==> src/rtl/rx_deframer.sv <==
// rx_deframer: HDLC-style bit-serial receive deframer (flag hunt, zero deletion, CRC-16 check).
// Ports: netclk line clock, reset async active-high, rxdata serial input;
//        data_out/data_valid payload bytes (LSB first on line), eop with frame_ok/crc_err/align_err
//        status, abort on 7 ones inside a frame, in_frame level while in FRAME.
module rx_deframer (
  input  logic       netclk,
  input  logic       reset,
  input  logic       rxdata,
  output logic [7:0] data_out,
  output logic       data_valid,
  output logic       eop,
  output logic       frame_ok,
  output logic       crc_err,
  output logic       align_err,
  output logic       abort,
  output logic       in_frame
);
  typedef enum logic {HUNT, FRAME} state_t;
  state_t      state;
  logic [7:0]  win, sh, d_old, d_new;
  logic [2:0]  ones, bit_cnt;
  logic [1:0]  oct_cnt, fill;
  logic [15:0] lfsr, crc_snap;
  logic [7:0]  win_nx, sh_nx;
  logic [15:0] lfsr_nx;
  logic        flag, stuffed, seventh, fb, bad_align, has_bits, crc_bad;
  always_comb begin
    win_nx    = {win[6:0], rxdata};
    flag      = win_nx == 8'h7E;
    stuffed   = !rxdata && ones == 3'd5;
    seventh   = rxdata && ones == 3'd6;
    sh_nx     = {rxdata, sh[7:1]};
    fb        = rxdata ^ lfsr[15];
    lfsr_nx   = {lfsr[14:0], 1'b0} ^ (fb ? 16'h1021 : 16'h0000);
    // The flag's leading seven bits are counted as data, so an aligned frame
    // sits at bit 7 when the final flag zero arrives.
    bad_align = bit_cnt != 3'd7 || oct_cnt != 2'd3;
    has_bits  = oct_cnt != 2'd0;
    crc_bad   = crc_snap != 16'h1D0F;
  end
  always_ff @(posedge netclk or posedge reset) begin
    if (reset) begin
      state      <= HUNT;
      win        <= 8'hFF;
      sh         <= '0;
      d_old      <= '0;
      d_new      <= '0;
      ones       <= '0;
      bit_cnt    <= '0;
      oct_cnt    <= '0;
      fill       <= '0;
      lfsr       <= 16'hFFFF;
      crc_snap   <= '0;
      data_out   <= '0;
      data_valid <= 1'b0;
      eop        <= 1'b0;
      frame_ok   <= 1'b0;
      crc_err    <= 1'b0;
      align_err  <= 1'b0;
      abort      <= 1'b0;
      in_frame   <= 1'b0;
    end else begin
      win        <= win_nx;
      ones       <= rxdata ? ones + 3'(ones != 3'd7) : 3'd0;
      data_valid <= 1'b0;
      eop        <= 1'b0;
      frame_ok   <= 1'b0;
      crc_err    <= 1'b0;
      align_err  <= 1'b0;
      abort      <= 1'b0;
      if (state == HUNT) begin
        if (flag) begin
          state    <= FRAME;
          in_frame <= 1'b1;
          bit_cnt  <= '0;
          oct_cnt  <= '0;
          fill     <= '0;
          lfsr     <= 16'hFFFF;
        end
      end else if (seventh) begin
        state    <= HUNT;
        in_frame <= 1'b0;
        abort    <= 1'b1;
        fill     <= '0;
      end else if (flag) begin
        // No completed octet since the last flag means only flag bits were seen.
        eop       <= has_bits;
        align_err <= has_bits && bad_align;
        crc_err   <= has_bits && !bad_align && crc_bad;
        frame_ok  <= has_bits && !bad_align && !crc_bad;
        bit_cnt   <= '0;
        oct_cnt   <= '0;
        fill      <= '0;
        lfsr      <= 16'hFFFF;
      end else if (!stuffed) begin
        sh      <= sh_nx;
        lfsr    <= lfsr_nx;
        bit_cnt <= bit_cnt + 3'd1;
        if (bit_cnt == 3'd7) begin
          // Two-octet delay keeps the FCS from ever reaching data_out.
          d_new      <= sh_nx;
          d_old      <= d_new;
          fill       <= fill + 2'(fill != 2'd2);
          data_valid <= fill == 2'd2;
          data_out   <= fill == 2'd2 ? d_old : data_out;
          crc_snap   <= lfsr_nx;
          oct_cnt    <= oct_cnt + 2'(oct_cnt != 2'd3);
        end
      end
    end
  end
endmodule

==> config.mk <==
export PLATFORM = sky130hd
export DESIGN_NAME = rx_deframer
export DESIGN_NICKNAME = d
export VERILOG_FILES = /design/src/rtl/rx_deframer.sv
export SDC_FILE = /design/constraint.sdc
export NUM_CORES = 1
export LEC_CHECK = 0
export CAP_MARGIN = 10
export CORE_UTILIZATION = 30
export DETAILED_ROUTE_END_ITERATION = 10
export GPL_ROUTABILITY_DRIVEN = 0
export HOLD_SLACK_MARGIN = 0.08
export PLACE_DENSITY_LB_ADDON = 0.2
export SYNTH_ARGS = -nofsm -noshare
export SYNTH_HDL_FRONTEND = slang
export SYNTH_SLANG_ARGS = --single-unit
==> constraint.sdc <==
create_clock -name netclk -period 3.9 [get_ports netclk]
set_input_delay 1.17 -clock netclk [delete_from_list [all_inputs] [get_ports netclk]]
set_output_delay 1.17 -clock netclk [all_outputs]
set_load 0.02 [all_outputs]
[Yosys cells after proc, flatten, opt, wreduce, memory -nomap -nowiden]
Cells that the tools add are included.
Operators by class
  eq/ne operators: 13
  shift-type cells: 0
  bitwise operators: 5
  div/mod/pow operators: 0
  reductions and logical operators: 20
  order comparisons: 0
  add/subtract/negate cells: 4
  $mul: 0
  mux-type cells: 48
Operators with widths (count)
  16-bit 2-to-1 mux: 5
  1-bit 2-to-1 mux: 25
  2-bit 2-to-1 mux: 11
  3-bit 2-to-1 mux: 6
  16-bit by 13-bit inequality test with 1-bit output (second input constant): 1
  16-bit by 13-bit bitwise XOR with 16-bit output: 1
  13-bit 2-to-1 mux: 1
  3-bit equality test (second input constant): 3
  8-bit by 7-bit equality test with 1-bit output (second input constant): 1
  4-bit AND reduction: 2
  1-bit logical AND: 6
  2-bit inequality test (second input constant): 3
  3-bit inequality test (second input constant): 2
  3-bit AND reduction: 2
  6-bit AND reduction: 1
  5-bit AND reduction: 1
  2-bit by 1-bit adder with 2-bit output: 2
  2-bit nonzero test: 2
  3-bit by 1-bit adder with 3-bit output: 1
  3-bit by 1-bit adder with 3-bit output (second input constant): 1
  1-bit logical NOT: 3
  3-bit by 2-bit inequality test with 1-bit output (second input constant): 1
  1-bit inverter: 3
  3-bit nonzero test: 1
  other kinds (5): 5
Storage, ports and cells
  memories kept: 0
  input bits: 3
  bits in writable memories: 0
  memory bits (read-only): 0
  bits in registers: 89
  bits in latches: 0

[Depth between registers and ports, before layout]
  depth after elaboration: 8
  gate-level depth with buffers: 7
  gate-level depth less buffers: 5

[Least setup slack after synthesis]
OpenSTA, ideal clock, no wires.
  path kind: input -> register
  from: input rxdata
  to: register sh[1]
  arrival time: 2407 ps
  stages on the path: 7
  library setup time: 127 ps
  setup slack: 1366 ps
  path through: buf_6 -> nand4b_4 -> or2_1 -> buf_6 -> nand4_4 -> buf_4 -> mux2_1
Between the ends
  cells in the longest elaborated chain, start to end: 4
  elaborated cells between the ends (all ways): 8
Ends and longest elaborated chain
  start, declared: line 8  | input logic rxdata,
  branches (longest 3 deep; another with 8-bit by 7-bit equality test with 1-bit output)
  4-bit AND reduction (no source line) (*)
  end signal, assigned: line 96  | sh <= sh_nx;
  end, declared: line 20  | logic [7:0] win, sh, d_old, d_new;
Mark *: on every way between the ends.
A chain may end at the register's enable or synchronous reset.

[Final worst setup path]
Same ends and word-level chain as after synthesis.

==> metrics.csv <==
stage,metric,value,unit
cts,cts_tree,done,
worst_setup_path,crit_family,simple AND/OR/NAND/NOR gates,
floorplan,core_area,0.0115,sq mm
logic_synthesis,yosysSeqAreaShare,0.630,
timing,skew,0.00608,ns
detailed_routing,vias,1863,
detailed_routing,postRouteAntennaNets,0,
timing,worst_pin_slew,0.551,ns
logic_synthesis,yosysWarnings,0,
worst_setup_path,worstSetupEndpointType,flop,
logic_synthesis,yosysTopAreaCellShare,0.459,
worst_setup_path,worstSetupPathType,in2reg,
floorplan,start_util,0.309,
worst_setup_path,crit_path_start,rxdata,
detailed_routing,drtPass1Iterations,4,
timing,hold_viol_final,0,
power,worst_ir_drop_vdd,0.000281,V
worst_setup_path,slowest_delay,0.70,ns
timing,timing.max_slew.rel_slack,0.633,
power,p_per_area,801,mW/mm^2
timing,rsz0062_at_grt,false,
power,power_leakage,1.73,nW
placed_design,numPortBuffers,17,
worst_setup_path,cp_num_cells,5,
cells_and_area,antenna_cells,0,
timing,period_minus_slack,3.09,ns
logic_synthesis,synthTopCellsByArea,"dfrtp_1 46%, dfstp_2 17%, mux2_2 12%",
cts,ctsResizeCount,0,
logic_synthesis,synth_nets,238,
worst_setup_path,critPathSlowestCell,clkdlybuf4s50_1,
cells_and_area,syn_to_final_growth,18.2,%
worst_setup_path,crit_path_max_fanout,25,
logic_synthesis,ys_seq_elements,88,
min_path,min_path_cells,0,
detailed_routing,wire_per_inst,14.4,um
cells_and_area,fin_util,0.365,
logic_synthesis,synth_cell_types,39,
cts,clk_pin_slew,0.07,ns
floorplan,rows,39,
cts,cts_buffer_depth,2,
cells_and_area,nNetsFinal,261,
logic_synthesis,ys.flop_type,dfrtp_1,
min_path,hold_class,reg2reg,
global_route,track_usage,0.107,
worst_setup_path,r2r_slack,1.91,ns
worst_setup_path,r2r_cells,4,
worst_setup_path,cp_data_required_time,4.12,ns
global_route,grt_max_degree,59,
global_route,overflow,0,
placed_design,dpl.hpwl,3.59,mm
floorplan,dieArea,0.0122,sq mm
detailed_routing,drcViolationCount,0,
worst_setup_path,r2r_start,win[6],
floorplan,pin_count,18,
floorplan,die_y,111,um
cts,cts_sinks,88,
cts,htree_num_levels,3,
cells_and_area,fill_cells,1073,
detailed_routing,routed_wl,5.75,mm
cts,cts_setup_buffers,0,
global_route,grt_pass1_wl,10.3,mm
worst_setup_path,cp_cell_sequence,clkdlybuf4s50_1 > nand4b_4 > or2_1 > nand4_4 > mux2_1,
logic_synthesis,async_flop_share,1.00,
timing,fin_crit_sh,0.792,
worst_setup_path,path_buf_inv,1,
job,maxCapViolCount,0,
placed_design,dp_cells,384,
floorplan,die_w,111,um
logic_synthesis,syn_inst,229,
cells_and_area,drive_above_1_share,0.358,
logic_synthesis,synth_edf_count,0,
detailed_routing,drt_iter0_markers,86,
status,status,"finished, final reports clean",
timing,final_max_slew_viol_count,0,
cts,cts_hold_buffers,0,
logic_synthesis,avgSynthCellArea,15.5,sq um
power,power,3.35,mW
timing,totalNegativeSetupSlack,0,ns
cts,cts_buffers,9,
logic_synthesis,netlist_area,0.00354,sq mm
worst_setup_path,start_kind,input pin,
detailed_routing,viasPerCell,4.66,
cells_and_area,finalNonFillerCells,400,
logic_synthesis,synth_commonest_cells,"65 x dfrtp_1, 39 x mux2_2, 23 x dfstp_2",
global_route,grt_pass1_vias,1981,
global_route,antenna_found_initial,0,
timing,setup_viol,0,
cts,root_buffer,clkbuf_16,
worst_setup_path,cp.arrival,3.31,ns
timing,clock.fmax,0.324,GHz
cts,clk_latency,0.33,ns
logic_synthesis,synth.most_common_cell,dfrtp_1,
min_path,hp-start,win[4],
logic_synthesis,synth_top_area_cell,dfrtp_1,
## area by class of cell
class	instances	area [sq um]	share of cell area
clock buffer	9	225	0.0538
clock inverter	7	103	0.0245
inverter	8	31.3	0.00747
multi-input combinational	125	1200	0.287
sequential	88	2230	0.533
tap	143	179	0.0427
timing repair buffer	20	218	0.0520
## path summary, 6_finish.rpt
kind / to
max: sh[1]
min: win[5]
max reg2reg: sh[1]
min reg2reg: win[5]
max in group asynchronous: lfsr[0]
min in group asynchronous: data_out[4]
## per-stage QoR
step | area, sq um | hold WS (ns) | worst slack [ns]
6_report | 4190 | 0.367 | 0.809
5_1_grt | 4190 | 0.375 | 0.640
4_1_cts | 4190 | 0.368 | 0.780
3_5_place_dp | 3860 | 0.358 | 0.420
3_3_place_gp | 3860 | 0.356 | 0.469
2_1_floorplan | 3540 | 0.354 | 0.490
## power breakdown
group | switching (mW) | internal [mW]
Clock | 0.368 | 0.568
Combinational | 0.350 | 0.499
Sequential | 0.224 | 1.35
## per-layer routing
metal | share of wire | vias to the layer above | global-route usage
met4 | 0.018 | 0 | 0.0533
met2 | 0.46 | 19 | 0.160
met5 | 0 | - | 0
li1 | - | 872 | -
met1 | 0.50 | 962 | 0.145
met3 | 0.020 | 10 | 0.0236
## sequential cells by signal (all words and copies together), names as in the netlist
name and flops:
crc_err 1, eop 1, bit_cnt 3, in_frame 1, data_out 8, fill 2, sh 7, oct_cnt 2
align_err 1, abort 1, d_new 8, lfsr 16, state 1, win 7, data_valid 1, ones 3
frame_ok 1, d_old 8, crc_snap 16
## kinds of logic (layout without fill, tap and decap cells)
group,after synthesis,in the layout,share of synthesized area
compound gates,29,29,0.0647
xor+xnor,5,5,0.0124
fa+ha+maj,6,6,0.0212
buf+inv,16,44,0.0311
flops,88,88,0.630
mux,48,48,0.152
simple gates,37,37,0.0883
## cell usage in the layout, fill, tap and decap left out, types with 7 or more instances in the layout
cell	count
clkdlybuf4s50_1	17
clkbuf_16	9
mux2_2	39
o22a_1	17
inv_1	7
mux2_1	8
dfrtp_1	65
dfstp_2	23
Note: power is estimated with default switching activity, not from simulation.
